==> src/rtl/midi_uart_rx.sv <==
// MIDI serial receiver: 8x-oversampled UART deserializer with a valid/ready byte output,
// framing/overrun pulses and an Active Sensing (0xFE) dead-link monitor driven by keep_alive.
module midi_uart_rx #(
    parameter int OVERSAMPLE    = 8,
    parameter int SENSE_TIMEOUT = 2
) (
    input  logic       i_midi_system_clock,
    input  logic       i_midi_rst,
    input  logic       i_midi_in,
    input  logic       i_keep_alive,
    input  logic       i_rx_ready,
    output logic [7:0] o_rx_data,
    output logic       o_rx_valid,
    output logic       o_frame_err,
    output logic       o_overrun,
    output logic       o_sense_active,
    output logic       o_sense_timeout
);

    localparam logic [2:0] PH_LAST  = 3'(OVERSAMPLE - 1);
    localparam logic [2:0] PH_VOTE  = 3'd5;
    localparam logic [3:0] KA_LIMIT = 4'(SENSE_TIMEOUT);

    typedef enum logic [2:0] {S_IDLE, S_START, S_DATA, S_STOP, S_WAIT_HIGH} state_t;

    state_t      r_state, w_state_next;
    logic        r_sync1, r_s_in, r_s_prev;
    logic [2:0]  r_phase, r_bit_idx;
    logic        r_smp3, r_smp4;
    logic [7:0]  r_shift;
    logic [7:0]  r_rx_data;
    logic        r_rx_valid, r_frame_err, r_overrun;
    logic        r_sense_active, r_sense_timeout;
    logic [3:0]  r_ka_cnt;
    logic [3:0]  w_ka_inc;
    logic        w_maj, w_vote, w_good, w_bad, w_load, w_drop;

    // State register
    always_ff @(posedge i_midi_system_clock or posedge i_midi_rst) begin
        if (i_midi_rst) r_state <= S_IDLE;
        else            r_state <= w_state_next;
    end

    // Next-state logic
    always_comb begin
        w_state_next = r_state;
        case (r_state)
            S_IDLE:      if (r_s_prev && !r_s_in) w_state_next = S_START;
            S_START:     if (w_vote && w_maj) w_state_next = S_IDLE;
                         else if (r_phase == PH_LAST) w_state_next = S_DATA;
            S_DATA:      if (r_phase == PH_LAST && r_bit_idx == 3'd7) w_state_next = S_STOP;
            S_STOP:      if (w_vote) w_state_next = w_maj ? S_IDLE : S_WAIT_HIGH;
            S_WAIT_HIGH: if (r_s_in) w_state_next = S_IDLE;
            default:     w_state_next = S_IDLE;
        endcase
    end

    // Output/decode logic
    always_comb begin
        w_maj    = (r_smp3 & r_smp4) | (r_smp3 & r_s_in) | (r_smp4 & r_s_in);
        w_vote   = (r_phase == PH_VOTE);
        w_good   = (r_state == S_STOP) && w_vote && w_maj;
        w_bad    = (r_state == S_STOP) && w_vote && !w_maj;
        w_load   = w_good && (!r_rx_valid || i_rx_ready);
        w_drop   = w_good && r_rx_valid && !i_rx_ready;
        w_ka_inc = r_ka_cnt + 4'd1;
    end

    always_ff @(posedge i_midi_system_clock or posedge i_midi_rst) begin
        if (i_midi_rst) begin
            r_sync1         <= 1'b1;
            r_s_in          <= 1'b1;
            r_s_prev        <= 1'b1;
            r_phase         <= 3'd0;
            r_bit_idx       <= 3'd0;
            r_smp3          <= 1'b1;
            r_smp4          <= 1'b1;
            r_shift         <= 8'h00;
            r_rx_data       <= 8'h00;
            r_rx_valid      <= 1'b0;
            r_frame_err     <= 1'b0;
            r_overrun       <= 1'b0;
            r_sense_active  <= 1'b0;
            r_sense_timeout <= 1'b0;
            r_ka_cnt        <= 4'd0;
        end else begin
            r_sync1  <= i_midi_in;
            r_s_in   <= r_sync1;
            r_s_prev <= r_s_in;

            // Phase restarts at 0 whenever the receiver is parked waiting for an edge
            if (w_state_next == S_IDLE || w_state_next == S_WAIT_HIGH) r_phase <= 3'd0;
            else                                                       r_phase <= r_phase + 3'd1;

            if (r_phase == 3'd3) r_smp3 <= r_s_in;
            if (r_phase == 3'd4) r_smp4 <= r_s_in;

            if (r_state == S_DATA && w_vote) r_shift <= {w_maj, r_shift[7:1]};

            if (r_state == S_START)                            r_bit_idx <= 3'd0;
            else if (r_state == S_DATA && r_phase == PH_LAST)  r_bit_idx <= r_bit_idx + 3'd1;

            if (w_load) r_rx_data <= r_shift;
            r_rx_valid  <= w_load || (r_rx_valid && !i_rx_ready);
            r_frame_err <= w_bad;
            r_overrun   <= w_drop;

            // A good frame always wins over a coincident keep_alive pulse
            if (w_good) begin
                r_ka_cnt        <= 4'd0;
                r_sense_timeout <= 1'b0;
                if (r_shift == 8'hFE) r_sense_active <= 1'b1;
            end else if (i_keep_alive && r_sense_active) begin
                if (w_ka_inc >= KA_LIMIT) begin
                    r_ka_cnt        <= KA_LIMIT;
                    r_sense_timeout <= 1'b1;
                    r_sense_active  <= 1'b0;
                end else begin
                    r_ka_cnt <= w_ka_inc;
                end
            end
        end
    end

    assign o_rx_data       = r_rx_data;
    assign o_rx_valid      = r_rx_valid;
    assign o_frame_err     = r_frame_err;
    assign o_overrun       = r_overrun;
    assign o_sense_active  = r_sense_active;
    assign o_sense_timeout = r_sense_timeout;

endmodule

==> config.mk <==
export PLATFORM = sky130hd
export DESIGN_NAME = midi_uart_rx
export DESIGN_NICKNAME = d
export VERILOG_FILES = /design/src/rtl/midi_uart_rx.sv
export SDC_FILE = /design/constraint.sdc
export NUM_CORES = 1
export LEC_CHECK = 0
export ABC_AREA = 1
export BUFFER_PORTS_ARGS = -buffer_cell sky130_fd_sc_hd__buf_2
export CORE_MARGIN = 1
export CORE_UTILIZATION = 50
export DETAILED_ROUTE_END_ITERATION = 8
export PLACE_DENSITY = 0.69
export SLEW_MARGIN = 10
export SYNTH_ARGS = -nofsm -noshare
export SYNTH_HDL_FRONTEND = slang
export SYNTH_SLANG_ARGS = --single-unit
==> constraint.sdc <==
create_clock -name i_midi_system_clock -period 3.1 [get_ports i_midi_system_clock]
set_input_delay 0.155 -clock i_midi_system_clock [delete_from_list [all_inputs] [get_ports i_midi_system_clock]]
set_output_delay 0.155 -clock i_midi_system_clock [all_outputs]
set_load 0.01 [all_outputs]
Word-level counts from Yosys, hierarchy flattened
Index checks and enable logic that the tools add are counted.
{ "classes": {"bitwise": 5, "add_sub_neg": 3, "n_eq_ne": 12, "muxes": 21, "order_cmp": 1, "reduce_logical": 27} }
{ "ops": {"columns": ["operator", "n"], "rows": [
  ["$mux W3", 10],
  ["$eq A3 B3 Y1 const B", 6],
  ["$pmux W3 S5", 1],
  ["$logic_and A1 B1 Y1", 13],
  ["$mux W4", 3],
  ["$eq A3 B2 Y1 const B", 3],
  ["$eq A8 B8 Y1 const B", 1],
  ["$mux W1", 7],
  ["$add A3 B1 Y3 const B", 2],
  ["$logic_not A3 Y1", 2],
  ["$reduce_bool A2 Y1", 3],
  ["$add A4 B1 Y4 const B", 1],
  ["$ge A4 B2 Y1 const B", 1],
  ["$logic_not A1 Y1", 4],
  ["$and A1 B1 Y1", 3],
  ["$eq A3 B1 Y1 const B", 1],
  ["$logic_or A1 B1 Y1", 3],
  ["$reduce_and A3 Y1", 1],
  ["$ne A2 B1 Y1 const B", 1],
  ["$or A1 B1 Y1", 2],
  ["$reduce_and A2 Y1", 1]
]} }
{ "word_totals": {"inputBits": 5, "wordCells": 85, "register_bits": 39} }

Logic depth before layout (Yosys ltp)
Gate-level depths: netlist (run 1).
{ "depth": {"word_depth": 9, "mapped_depth": 10, "ltp_nobuf": 10} }

Worst setup path after synthesis (run 1)
No wires, ideal clock.
{ "synth_timing": {"path_type": "flip-flop to flip-flop", "from": "register r_phase[1]", "to": "register r_rx_data[0] (netlist: o_rx_data[0])", "t_required_ns": 2.982, "setup_ns": 0.118, "path_slack_ns": 1.728, "stages_incl_launch_ff": 11, "arrival_ns": 1.254, "synth_period_minus_slack_ns": 1.372, "path_buffers": 1, "cell_sequence": "dfrtp_1 > inv_1 > ha_1 > nand2_2 > nor2_4 > nand2_4 > clkinv_2 > nand2_4 > buf_6 > nand2_2 > o21ai_2"} }
{ "synth_via": {"elab_chain_cells": 4} }
{ "synth_lines": {"columns": ["element", "line_no", "source"], "rows": [
  ["from (decl)", "28", "logic [2:0] r_phase, r_bit_idx;"],
  ["from (signal assigned)", "93", "else r_phase <= r_phase + 3'd1;"],
  ["$eq A3 B3 Y1", "61", "w_vote = (r_phase == PH_VOTE);"],
  ["$logic_and A1 B1 Y1 (2 in series)", "62", "w_good = (r_state == S_STOP) && w_vote && w_maj;"],
  ["$logic_and A1 B1 Y1", "64", "w_load = w_good && (!r_rx_valid || i_rx_ready);"],
  ["to (signal assigned)", "103", "if (w_load) r_rx_data <= r_shift;"],
  ["to (decl)", "31", "logic [7:0] r_rx_data;"]
]} }
Every way passes these cells.
A chain may end at the register's enable or synchronous reset.

Final worst setup path (run 1)
{ "layout_timing": {"from": "register r_phase[0]", "to": "register r_phase[1]"} }
{ "layout_via": {"elab_chain_cells": 7, "word_cells_on_any_way": 14, "cone_classes": "add/sub (1); eq/ne (3); mux (6); reduce/logical (4)"} }
{ "layout_lines": {"columns": ["element", "line_no", "source"], "rows": [
  ["$eq A3 B3 Y1, on equally long branches", "50, 51, 61", null],
  ["$mux W3, or another cell as far along", "50", "else if (r_phase == PH_LAST) w_state_next = S_DATA;"],
  ["$mux W3, on equally long branches", "49, 51", null],
  ["$pmux W3 S5 *", "47", "case (r_state)"],
  ["net w_state_next[0]", "26", "state_t r_state, w_state_next;"],
  ["$eq A3 B3 Y1 / $logic_not A3 Y1 (equally long branches)", "92", "if (w_state_next == S_IDLE || w_state_next == S_WAIT_HIGH) r_phase <= 3'd0;"],
  ["$logic_or A1 B1 Y1 *", "92", null],
  ["$mux W3 *", "92", null]
]} }
Mark *: on every way through the listed nets, which the timed path passes. The rest lies on a longest branch.

==> qor.txt, run 1 <==
LAYOUT
--------------------------------------------------------------------------------
Diode count .......................................................            0
Relative area change from synthesis to final layout ...............        13.6%
Nets ..............................................................          228
Number of fillers in the final layout .............................          321
Share of cells above drive strength 1 .............................        22.3%

STA
--------------------------------------------------------------------------------
Count of final hold-check violations ..............................            0
Fin Clk Skew ......................................................    0.0138 ns
Slew of the pin with the lowest slew margin .......................     0.844 ns
Setup-failing EPs final ...........................................            0
Final total negative setup slack ..................................         0 ns
Final min period ..................................................      1.49 ns
Worst slew slack as a fraction of its limit .......................        43.7%
Unrepaired setup endpoints after global routing ...................           no
Final number of max-transition violations .........................            0
Max Fclk ..........................................................      671 MHz
Fin crit share ....................................................        48.1%

SYNTHESIS
--------------------------------------------------------------------------------
Mapped Area .......................................................    1770 um^2
Flip-flop and latch count after synthesis .........................           39
Mapped Nets .......................................................          203
Proportion of synthesized chip area in sequential cells ...........        55.6%
Synthesized netlist cell count ....................................          189
Synth unique cells ................................................           21
Mean cell area of the mapped netlist ..............................    9.35 um^2
Synth warnings ....................................................            0

DETAILED ROUTING
--------------------------------------------------------------------------------
Average wire per cell in the routed design ........................      10.9 um
Sum of routed wire length over all layers .........................      2850 um
Antenna-violating nets left .......................................            0
Iteration-0 DRC count of the detailed router ......................           52
First-pass detailed-route iteration total .........................            4
Via Count .........................................................         1273
DRC Markers .......................................................            0
Via density .......................................................         4.88

CLOCKING
--------------------------------------------------------------------------------
Clock tree from TritonCTS .........................................        built
Post-CTS resize count .............................................            0
Reg clk slew, reported paths ......................................      0.12 ns
Root buffer cell ..................................................     clkbuf_4
Total clock buffers created by CTS ................................            5
Number of buffers inserted by post-CTS setup repair ...............            0
CTS HTree Levels ..................................................            2
Deepest clock path buffer count ...................................            2
Clock network latency to the later pin of the worst-skew pair .....      0.35 ns
Total number of clock tree sinks ..................................           39

DIE
--------------------------------------------------------------------------------
Number of placement rows ..........................................           21
Number of placed I/O pins .........................................           18
Area of the die ...................................................    3770 um^2
Total core area ...................................................    3360 um^2
X dimension of the die ............................................      61.4 um
Die height ........................................................      61.4 um
Starting utilization of the core area .............................        52.5%

WORST SETUP PATH
--------------------------------------------------------------------------------
Type of element capturing the critical path .......................     register
CP max FO .........................................................            6
Flop2flop setup slack .............................................      1.61 ns
Start of the worst register-to-register path ......................   r_phase[0]
Depth of the worst register-to-register path ......................            6
Reg-to-Reg End ....................................................   r_phase[1]
Data arrival at the endpoint of the critical path .................      1.72 ns
Critical setup path kind .......................................... register to register
Worst stage delay on the critical path ............................      0.43 ns
Critical-path cell with the highest stage delay ...................      dfrtp_1
Launching element type of the critical path .......................     register
Critical path data required time ..................................      3.33 ns
Crit-path cells ................................................... ha_1, ha_1, nand3_1, nand3_1, nor2_1, nor2_1

RUN STATUS
--------------------------------------------------------------------------------
Outcome ........................................................... finished clean

GLOBAL ROUTING
--------------------------------------------------------------------------------
Wire length of the first global-routing pass ......................      4770 um
Aggregate global routing overflow .................................            0
Maximum number of pins on one net before global-route repair ......           25
Total routing usage reported by global routing ....................        17.8%
Number of global-route vias before repair .........................         1152
Number of antenna violations at the first check in global routing .            0

PWR
--------------------------------------------------------------------------------
Power per standard cell area ......................................  585 nW/um^2
Total chip power ..................................................    0.00117 W
Worst voltage drop across the vdd grid ............................     0.384 mV
Leak Pwr ..........................................................      1.08 nW

HOLD PATH
--------------------------------------------------------------------------------
Worst min path class .............................................. input pin to register
End point of the most critical hold path ..........................  r_ka_cnt[0]
Count of cells along the worst hold path ..........................            4
Start point of the worst min-delay path ........................... i_keep_alive

PLACEMENT
--------------------------------------------------------------------------------
HPWL Detailed .....................................................      2200 um
Final estimated routing congestion in global placement ............        0.768
Count of port buffers added during placement ......................           17

JOB
--------------------------------------------------------------------------------
Count of max-cap constraint violations ............................            0

## metrics by stage
stage / hold WS, ns / utilization (%) / area (um^2) / setup WS (ns) / cells
2_1_floorplan: 0.159 / - / 1770 / 1.73 / 189
3_3_place_gp: 0.260 / 56.5 / 1900 / 1.63 / 251
3_5_place_dp: 0.261 / 56.5 / 1900 / 1.61 / 251
4_1_cts: 0.0920 / 59.7 / 2010 / 1.60 / 261
5_1_grt: 0.0894 / 59.7 / 2010 / 1.47 / 261
6_report: 0.0901 / 59.7 / 2010 / 1.61 / 261
## registers in the layout (all words and copies together), names as in the netlist, 3 cells and up
signal / count
r_state: 3
r_bit_idx: 3
r_phase: 3
r_ka_cnt: 4
r_shift: 8
o_rx_data: 8
## worst max-delay path, delay by kind of cell, from the launching register on
kind / cells / cell delay, ns
fa+ha+maj: 2 / 0.48
simple gates: 4 / 0.47
flops: 1 / 0.43
## synthesized netlist by cell type (all sizes together)
master	n	area, um^2
a21oi	2	10.0
a31oi	1	6.26
buf	2	16.3
clkinv	1	5.00
dfrtp	34	851
dfstp	5	131
ha	9	113
inv	29	109
nand2	48	203
nand3	13	70.1
nand4	2	12.5
nor2	22	90.1
nor3	1	16.3
o21ai	19	125
xor2	1	8.76
## metal layers
layer / routed length [um] / part of all wire [%] / vias to the layer above / GRT usage [%]
li1: - / - / 641 / -
met1: 1260 / 44 / 600 / 19.5
met2: 1430 / 50 / 29 / 32.0
met3: 135 / 4.7 / 3 / 5.88
met4: 31 / 1.1 / 0 / 6.67
met5: 0 / 0 / - / 0
## layout by cell type (no fill, tap or decap)
| cell type | synthesis | layout |
|---|---|---|
| bufinv_16 | 0 | 1 |
| clkinv_2 | 1 | 2 |
| nand4_1 | 2 | 2 |
| nand2_4 | 2 | 2 |
| dfrtp_1 | 34 | 34 |
| clkbuf_4 | 0 | 5 |
| o21ai_0 | 11 | 11 |
| buf_4 | 0 | 1 |
| nor2_4 | 1 | 1 |
| a21oi_1 | 2 | 2 |
| a31oi_1 | 1 | 1 |
| inv_1 | 29 | 29 |
| xor2_1 | 1 | 1 |
| buf_2 | 1 | 17 |
| ha_1 | 9 | 9 |
| nand3_1 | 12 | 12 |
| nand2_2 | 3 | 3 |
| o21ai_2 | 8 | 8 |
| nor3_4 | 1 | 1 |
| clkbuf_8 | 0 | 1 |
| dlygate4sd3_1 | 0 | 2 |
| nand2_1 | 43 | 43 |
| nand3_2 | 1 | 1 |
| nor2_1 | 21 | 21 |
| dfstp_2 | 5 | 5 |
## worst max-delay path by stage
| stage | from | endpoint | slack (ns) |
|---|---|---|---|
| CTS | r_s_in | o_rx_data[6] | 1.60 |
| floorplan | r_phase[1] | o_rx_data[0] | 1.73 |
| global placement | r_s_in | o_rx_data[6] | 1.63 |
| global route | r_s_in | o_rx_data[5] | 1.47 |
| finish | r_phase[0] | r_phase[1] | 1.61 |
| detailed placement | r_s_in | o_rx_data[6] | 1.61 |
## report_power, final
group          switching [W]  internal (W)
clock network       0.000163      0.000191
logic               0.000137     0.0000720
registers          0.0000427      0.000568
## logic make-up after synthesis
logic type,count (synthesis),share of synthesized area [%]
xor gates and xnor gates,1,0.496
buffers and inverters,32,7.36
and+or+nand+nor,86,22.2
AOI/OAI and AO/OA,22,8.00
DFF,39,55.6
adders and majority gates,9,6.37
## final cells by class
class / instances / area, um^2 / share of cell area, %
Inverter: 30 / 114 / 5.67
Clock buffer: 6 / 51.3 / 2.56
Multi-Input combinational cell: 118 / 654 / 32.6
Tap cell: 46 / 57.6 / 2.87
Sequential cell: 39 / 982 / 48.9
Timing Repair Buffer: 20 / 113 / 5.61
Clock inverter: 2 / 35.0 / 1.75
## what timing repair did
action                                  4_1_cts  5_1_grt
hold buffers                                  2        0
hold endpoints to repair                     19        0
endpoints found under the setup margin        0        0
Power figures use the tool's default switching activity.
==> run 2: changes to the inputs <==
==> constraint.sdc (replaced) <==
create_clock -name i_midi_system_clock -period 1.4 [get_ports i_midi_system_clock]
set_input_delay 0.07 -clock i_midi_system_clock [delete_from_list [all_inputs] [get_ports i_midi_system_clock]]
set_output_delay 0.07 -clock i_midi_system_clock [all_outputs]
set_load 0.01 [all_outputs]
==> run 2 against run 1 <==
The flow now finishes with violations (negative setup slack). Clock power increased by 56%. Worst hold slack got worse by 0.0059 ns. Fmax decreased by 0.67%. Via count increased by 9.8%. Largest power group unchanged.
==> qor.txt, run 2 (synthesis gave the netlist of run 1 again) <==
DETAILED ROUTING
--------------------------------------------------------------------------------
Via Count .........................................................         1398   +9.8%
Via density .......................................................         4.98   +2.0%
First-pass detailed-route iteration total .........................            4   unchanged
Antenna-violating nets left .......................................            0   unchanged
Average wire per cell in the routed design ........................      12.9 um   +18%
Iteration-0 DRC count of the detailed router ......................           36   -31%
Sum of routed wire length over all layers .........................      3620 um   +27%
DRC Markers .......................................................            0   unchanged

GLOBAL ROUTING
--------------------------------------------------------------------------------
Number of global-route vias before repair .........................         1222   +6.1%
Total routing usage reported by global routing ....................        19.2%   +1.4 points
Number of antenna violations at the first check in global routing .            0   unchanged
Wire length of the first global-routing pass ......................      5110 um   +7.1%
Aggregate global routing overflow .................................            0   unchanged
Maximum number of pins on one net before global-route repair ......           40   +60%

CLOCKING
--------------------------------------------------------------------------------
Clock network latency to the later pin of the worst-skew pair .....      0.34 ns   about the same
CTS HTree Levels ..................................................            2   unchanged
Reg clk slew, reported paths ......................................      0.11 ns   about the same
Total number of clock tree sinks ..................................           39   unchanged
Total clock buffers created by CTS ................................            5   unchanged
Deepest clock path buffer count ...................................            2   unchanged
Clock tree from TritonCTS .........................................        built
Root buffer cell ..................................................     clkbuf_4

JOB
--------------------------------------------------------------------------------
Count of max-cap constraint violations ............................            0   unchanged

PLACEMENT
--------------------------------------------------------------------------------
HPWL Detailed .....................................................      2260 um   +2.6%
Placed Area .......................................................    1970 um^2   +3.6%
Placed cell count .................................................          260   +3.6%
Final estimated routing congestion in global placement ............        0.777   +1.3%
Count of port buffers added during placement ......................           17   unchanged

LAYOUT
--------------------------------------------------------------------------------
Nets ..............................................................          248   +8.8%
Relative area change from synthesis to final layout ...............        28.3%
Diode count .......................................................            0   unchanged
Non-filler instance count after layout ............................          281   +7.7%
Share of cells above drive strength 1 .............................        41.3%   +19 points
Utilization after layout ..........................................        67.4%   +7.7 points
Commonest non-fill, non-tap cell in the layout ....................      dfrtp_1
Final Instance Area ...............................................    2270 um^2   +13%
Highest-count cells in the layout ignoring fill and taps .......... 34 x dfrtp_1, 33 x nand2_1, 23 x inv_1, 20 x buf_4, 17 x buf_2

STA
--------------------------------------------------------------------------------
Fin Clk Skew ......................................................   0.00793 ns   -0.00590 ns
Final number of max-transition violations .........................            0   unchanged
Final setup margin ................................................    -0.101 ns   -1.71 ns
Final min period ..................................................      1.50 ns   +0.0100 ns
Setup-failing EPs final ...........................................           12   +12
Unrepaired setup endpoints after global routing ...................          yes
Final total negative setup slack ..................................    -0.439 ns   -0.439 ns
Count of final hold-check violations ..............................            0   unchanged
Max Fclk ..........................................................      666 MHz   -0.67%
Worst slew slack as a fraction of its limit .......................        68.7%   +25 points
Tightest hold margin ..............................................    0.0843 ns   -0.00586 ns
Slew of the pin with the lowest slew margin .......................     0.470 ns   -0.374 ns
Fin crit share ....................................................         107%   +59 points

DIE
--------------------------------------------------------------------------------
Total core area ...................................................    3360 um^2   unchanged
Die height ........................................................      61.4 um   unchanged
Number of placed I/O pins .........................................           18   unchanged
Number of placement rows ..........................................           21   unchanged
Starting utilization of the core area .............................        52.5%   unchanged
X dimension of the die ............................................      61.4 um   unchanged
Area of the die ...................................................    3770 um^2   unchanged

WORST SETUP PATH
--------------------------------------------------------------------------------
Critical path data required time ..................................      1.64 ns   -1.69 ns
Crit-path cells ................................................... inv_2, ha_4, nand2_4, inv_2, nor2_2, nor2_1, nand3_2, nor2_4, nor2_1
Critical-path cell with the highest stage delay ...................      dfrtp_1
Data arrival at the endpoint of the critical path .................      1.74 ns   +0.02 ns
Launching element type of the critical path .......................     register
Type of element capturing the critical path .......................     register
Critical setup path kind .......................................... register to register
CP max FO .........................................................            3   -3
Worst stage delay on the critical path ............................      0.42 ns   about the same

RUN STATUS
--------------------------------------------------------------------------------
Violations in the final reports ................................... negative setup slack
Outcome ........................................................... complete, but fails checks

PWR
--------------------------------------------------------------------------------
Leak Pwr ..........................................................      1.18 nW   +9.0%
Worst voltage drop across the vdd grid ............................      1.01 mV   +160%
Power per standard cell area ...................................... 1190 nW/um^2   +100%

HOLD PATH
--------------------------------------------------------------------------------
Worst min path class .............................................. input pin to register

## run 2: cell count changes in the layout (fill, tap and decap cells not counted), moves of 3 or more
cell / previous run / this run
buf_4: 1 / 20
ha_1: 9 / 4
ha_4: 0 / 3
inv_1: 29 / 23
inv_2: 0 / 6
nand2_1: 43 / 33
nand2_2: 3 / 12
nand3_1: 12 / 8
nand3_2: 1 / 5
nor2_1: 21 / 16
nor2_2: 0 / 3
## run 2: layout make-up
class / instances / area [um^2]
flip-flops and latches: 39 / 982
repair buffers: 39 / 255
clock buffers: 7 / 45.0
multi-input cells: 119 / 802
well taps: 46 / 57.6
inverters: 30 / 120
clock inverters: 1 / 5.00
fillers: 280 / 1100
## run 2: final timing paths
kind | startpoint | to | slack, ns | cells after the start
worst max-delay path | r_phase[1] | r_phase[2] | -0.10 | 9
worst min-delay path | i_keep_alive | r_ka_cnt[0] | 0.08 | 4
worst max register to register | r_phase[1] | r_phase[2] | -0.10 | 9
worst min register to register | r_sync1 | r_s_in | 0.36 | 0
max in group asynchronous | i_midi_rst | r_smp4 | 0.69 | 4
min in group asynchronous | i_midi_rst | r_ka_cnt[3] | 0.36 | 4
## run 2: worst max-delay path, delay by kind of cell (launching register included)
family / cells / cell delay, ns
fa+ha+maj: 1 / 0.14
buf+inv: 2 / 0.19
flops: 1 / 0.42
simple gates: 6 / 0.64
## run 2: timing repair
action	CTS	global route
endpoints found under the hold margin	35	0
buffers inserted	4	6
gates cloned	0	1
hold buffers	2	0
endpoints found under the setup margin	14	16
gates resized for setup	14	27
pin swaps	4	12
## run 2: per-layer routing
metal	wire (um)	global-route usage (%)	vias up	share of wire [%]
li1	-	-	681	-
met1	1480	21.0	680	41
met2	1940	34.3	30	54
met3	139	6.30	7	3.8
met4	59	7.62	0	1.6
met5	0	0	-	0
## run 2: stage by stage
| stage | total power [W] | setup slack (ns) |
|---|---|---|
| floorplan | 0.00172 | 0.0283 |
| global placement | 0.00186 | -0.0633 |
| detailed placement | 0.00189 | -0.0847 |
| CTS | 0.00255 | -0.00690 |
| global route | 0.00287 | -0.153 |
| finish | 0.00270 | -0.101 |
## run 2: where the power goes
part | switching [W] | internal (W)
combinational | 0.000435 | 0.000328
clock | 0.000355 | 0.000196
sequential | 0.000124 | 0.00126
